==> config.mk <==
export PLATFORM = sky130hd
export DESIGN_NAME = mac_operand_sequencer
export DESIGN_NICKNAME = d
export VERILOG_FILES = /design/src/rtl/mac_operand_sequencer.sv
export SDC_FILE = /design/constraint.sdc
export NUM_CORES = 1
export LEC_CHECK = 0
export CORE_UTILIZATION = 55
export DETAILED_ROUTE_END_ITERATION = 12
export PLACE_DENSITY = 0.77
export SETUP_SLACK_MARGIN = 0.5
export SKIP_CTS_REPAIR_TIMING = 1
export SLEW_MARGIN = 20
export SYNTH_ARGS = -nofsm -noshare
export SYNTH_HDL_FRONTEND = slang
export SYNTH_SLANG_ARGS = --single-unit
==> constraint.sdc <==
create_clock -name clk -period 2.26 [get_ports clk]
set_input_delay 0.565 -clock clk [delete_from_list [all_inputs] [get_ports clk]]
set_output_delay 0.565 -clock clk [all_outputs]
set_load 0.01 [all_outputs]
==> src/rtl/mac_operand_sequencer.sv <==
// Operand sequencer for a product-sum accumulator: buffers up to eight {ai, xi}
// pairs, streams them with optional bubbles, flushes the accumulator, captures the sum.
module mac_operand_sequencer (
   input  logic        clk,
   input  logic        reset,
   input  logic        wr_en,
   input  logic [2:0]  wr_addr,
   input  logic [7:0]  wr_ai,
   input  logic [7:0]  wr_xi,
   input  logic [3:0]  count,
   input  logic        start,
   input  logic        pause,
   output logic        mac_enable,
   output logic        mac_valid_in,
   output logic        mac_done,
   output logic [7:0]  mac_ai,
   output logic [7:0]  mac_xi,
   input  logic [15:0] mac_result,
   output logic [15:0] sum,
   output logic        sum_valid,
   output logic        busy
);

   typedef enum logic [1:0] {
      S_IDLE    = 2'd0,
      S_STREAM  = 2'd1,
      S_FLUSH   = 2'd2,
      S_CAPTURE = 2'd3
   } state_e;

   state_e      state_q, state_d;
   logic [3:0]  n_q, n_d;
   logic [2:0]  idx_q, idx_d;
   logic [15:0] buf_q [8];
   logic [15:0] sum_q;
   logic        sum_valid_q;
   logic        last_beat;

   // Entry n-1 is the final beat; n is never 0 while streaming.
   assign last_beat = ({1'b0, idx_q} == (n_q - 4'd1));

   always_ff @(posedge clk) begin
      if (reset) begin
         state_q <= S_IDLE;
         n_q     <= '0;
         idx_q   <= '0;
      end else begin
         state_q <= state_d;
         n_q     <= n_d;
         idx_q   <= idx_d;
      end
   end

   // Host writes land only while idle so an in-flight evaluation sees a stable buffer.
   always_ff @(posedge clk) begin
      if (reset) begin
         for (int i = 0; i < 8; i++) buf_q[i] <= '0;
      end else if (wr_en && (state_q == S_IDLE)) begin
         buf_q[wr_addr] <= {wr_ai, wr_xi};
      end
   end

   always_ff @(posedge clk) begin
      if (reset) begin
         sum_q       <= '0;
         sum_valid_q <= 1'b0;
      end else begin
         sum_valid_q <= (state_q == S_CAPTURE);
         if (state_q == S_CAPTURE) sum_q <= mac_result;
      end
   end

   always_comb begin
      state_d      = state_q;
      n_d          = n_q;
      idx_d        = idx_q;
      mac_enable   = 1'b0;
      mac_valid_in = 1'b0;
      mac_done     = 1'b0;
      mac_ai       = '0;
      mac_xi       = '0;
      case (state_q)
         S_IDLE: begin
            if (start && (count != 4'd0)) begin
               n_d     = (count > 4'd8) ? 4'd8 : count;
               idx_d   = '0;
               state_d = S_STREAM;
            end
         end
         S_STREAM: begin
            mac_enable = 1'b1;
            if (!pause) begin
               mac_valid_in = 1'b1;
               mac_ai       = buf_q[idx_q][15:8];
               mac_xi       = buf_q[idx_q][7:0];
               idx_d        = idx_q + 3'd1;
               if (last_beat) state_d = S_FLUSH;
            end
         end
         S_FLUSH: begin
            mac_enable = 1'b1;
            mac_done   = 1'b1;
            state_d    = S_CAPTURE;
         end
         S_CAPTURE: begin
            state_d = S_IDLE;
         end
         default: begin
            state_d = S_IDLE;
         end
      endcase
   end

   assign sum       = sum_q;
   assign sum_valid = sum_valid_q;
   assign busy      = (state_q != S_IDLE);

endmodule

==> results.sh <==
export IMPL_vias=4746
export IMPL_critPathMaxFanout=7
export IMPL_die_x_um=115
export IMPL_syn_nets=536
export IMPL_hold_slack_ns=0.491
export IMPL_syn_inst=485
export IMPL_startpoint_type="register"
export IMPL_yosysWarnings=0
export IMPL_grtUsageTotal=0.250
export IMPL_yosys_cell_types_count=35
export IMPL_cp_arrival_ns=1.98
export IMPL_layout_nets=688
export IMPL_drv_slew=0
export IMPL_fin_crit_ns=2.55
export IMPL_drt_initial_drc_count=374
export IMPL_avgViaCountPerCell=5.77
export IMPL_fin_crit_sh=1.13
export IMPL_multi_input_area_mm2=0.00291
export IMPL_initial_core_util=0.562
export IMPL_drcViolationCount=0
export IMPL_hold_path_class="reg2reg"
export IMPL_cpPeakStageDelay_ns=0.52
export IMPL_endpoint_kind="output port"
export IMPL_worst_path_buf_inv=3
export IMPL_rsz0062_at_grt="true"
export IMPL_fp_row_count=41
export IMPL_syn_avg_cell_area_um2=14.6
export IMPL_routed_wl_um=20100
export IMPL_clkSinkCount=157
export IMPL_p_sw_uw=2110
export IMPL_gp_congestion=0.742
export IMPL_grt_pass1_vias=4414
export IMPL_gr_total_overflow=0
export IMPL_internal_power_uw=6460
export IMPL_crit_type="reg2out"
export IMPL_seq_power_share=0.399
export IMPL_cap_viol_max_count=0
export IMPL_fmax_mhz=392
export IMPL_slowest_stage="mux4_2"
export IMPL_ios=81
export IMPL_cts_buffers=17
export IMPL_powerDensity_mw_per_mm2=839
export IMPL_path_delay_family="multiplexers"
export IMPL_hold_viol=0
export IMPL_cts_root_buffer="clkbuf_16"
export IMPL_grt_max_degree=37
export IMPL_clk_pin_slew_worst_paths_ns=0.06
export IMPL_grt_pass1_wl_um=23600
export IMPL_pwr_share_comb=0.227
export IMPL_synth_top_area_cell="edfxtp_1"
export IMPL_drive_gt1_frac=0.474
export IMPL_leakagePower_uw=0.00416
export IMPL_violations="negative setup slack"
export IMPL_regArea_mm2=0.00443
export IMPL_worstPathRequired_ns=1.69
export IMPL_max_slew_worst_pin_slew_ns=0.415
export IMPL_fp_coreArea_mm2=0.0126
export IMPL_drtAntennaViolNets=0
export IMPL_yosysTopAreaCellShare=0.544
export IMPL_async_flop_share=0
export IMPL_wire_per_inst_um=24.5
export IMPL_ys_seq_area_frac=0.626
export IMPL_fillers=638
export IMPL_port_buffer_count=80
export IMPL_dieArea_mm2=0.0133
export IMPL_ys_flop_type="edfxtp_1"
export IMPL_antennaDiodeCount=0
export IMPL_path_cells="buf_12 > buf_6 > mux4_2 > mux2i_1 > nor2_1 > clkbuf_2"
export IMPL_drt_pass1_iter_count=5
export IMPL_r2r_start="state_q[0]"
export IMPL_synth_seq_cells=157
export IMPL_maxSlewHeadroom=0.723
export IMPL_die_y_um=115
export IMPL_cts_buffer_depth=2
export IMPL_synthToLayoutAreaGrowth_pct=44.6
export IMPL_htreeDepth=4
export IMPL_worstHoldStart="sum[10]"
export IMPL_antenna_found_initial=0
export IMPL_netSwitchingFraction=0.246
export IMPL_setup_ws_ns=-0.289
export IMPL_synth_edff_count=128
export IMPL_ir_worst_vdd_mv=0.736
export IMPL_finalClockSkew_ns=0.00533
export IMPL_hpwl_um=9790
export IMPL_insertion_delay_ns=0.42
export IMPL_synth_area_top_cells="edfxtp_1 (54%), and2_1 (11%), mux4_2 (10%)"
export IMPL_run_status="complete, but fails checks"
export IMPL_cts_tree="built"
export IMPL_syn_area_mm2=0.00706
export IMPL_tns_ns=-3.54
export IMPL_clockPowerShare=0.374
export IMPL_finalSetupViolCount=16
## power by group through the flow
stage	clock [uW]	combinational (uW)	sequential [uW]
detailed placement	0	1380	3450
global placement	0	1360	3440
global route	3340	2050	3440
CTS	3170	1390	3390
floorplan	0	784	3440
finish	3210	1940	3430
## sequential cells by signal, summed over array words and instances (netlist names), named ones only
| name | count |
|---|---|
| idx_q | 3 |
| sum | 16 |
| sum_valid | 1 |
| state_q | 2 |
| n_q | 4 |
| buf_q | 128 |
## kinds of logic (layout without fill, tap and decap cells)
family,Yosys count,count (layout),share of synthesized area
AO/OA/AOI/OAI,14,14,0.0143
XOR/XNOR,5,5,0.00620
adder cells (fa/ha/maj),7,7,0.0124
buffers and inverters,33,197,0.0204
flip-flops,157,157,0.626
multiplexers,66,66,0.150
AND/OR/NAND/NOR,203,204,0.170
## worst paths after layout
| path | endpoint | slack, ns | cells past startpoint |
|---|---|---|---|
| setup / recovery | mac_ai[6] | -0.29 | 6 |
| hold / removal | sum[10] | 0.49 | 2 |
| setup reg to reg | buf_q[1][8] | 0.10 | 9 |
| hold reg to reg | sum[10] | 0.49 | 2 |
## cells in the final DEF, fill, tap and decap left out, types with 16 or more instances in the layout
cell,count
buf_4,19
buf_12,28
and2_4,112
clkdlybuf4s50_1,41
nor2_1,33
clkbuf_16,26
buf_6,24
mux4_2,32
and2_1,16
dfxtp_1,25
edfxtp_1,128
dlymetal6s2s_1,19
mux2i_1,33
## final cells by class
cell class | count | share of cell area
clock inverter | 13 | 0.0214
sequential | 157 | 0.434
multi-input combinational | 296 | 0.285
timing repair buffer | 158 | 0.192
tap | 172 | 0.0211
inverter | 7 | 0.00453
clock buffer | 19 | 0.0424
## routing by layer
| layer | part of all wire | track usage | wire length [um] | vias up |
|---|---|---|---|---|
| li1 | - | - | - | 2056 |
| met1 | 0.38 | 0.318 | 7580 | 2368 |
| met2 | 0.51 | 0.414 | 10200 | 262 |
| met3 | 0.079 | 0.0627 | 1590 | 60 |
| met4 | 0.038 | 0.0978 | 762 | 0 |
| met5 | 0 | 0 | 0 | - |
## Yosys cell counts (all sizes together) (6+ instances only)
| cell | count |
|---|---|
| buf | 12 |
| a21oi | 6 |
| dfxtp | 29 |
| clkbuf | 14 |
| mux2i | 34 |
| edfxtp | 128 |
| nor2 | 41 |
| or2 | 9 |
| mux4 | 32 |
| ha | 7 |
| nand2 | 6 |
| inv | 7 |
| and2 | 128 |
| nand2b | 7 |
## stage by stage
step           area [um^2]   util  std cells  setup slack (ns)  power, uW
2_1_floorplan         7170      -        485             0.229       4220
3_3_place_gp          8510  0.677        752            -0.298       4800
3_5_place_dp          8510  0.677        752            -0.381       4840
4_1_cts               9160  0.729        784            -0.623       7960
5_1_grt              10200  0.813        822            -0.349       8820
6_report             10200  0.813        822            -0.289       8580
## worst register-to-register path, delay by kind of cell (launching register included)
family	cells	cell delay, ns
adder cells (fa/ha/maj)	1	0.15
buffers and inverters	5	0.66
flip-flops	1	0.37
AND/OR/NAND/NOR	3	0.69
Note: power is estimated with default switching activity, not from simulation.
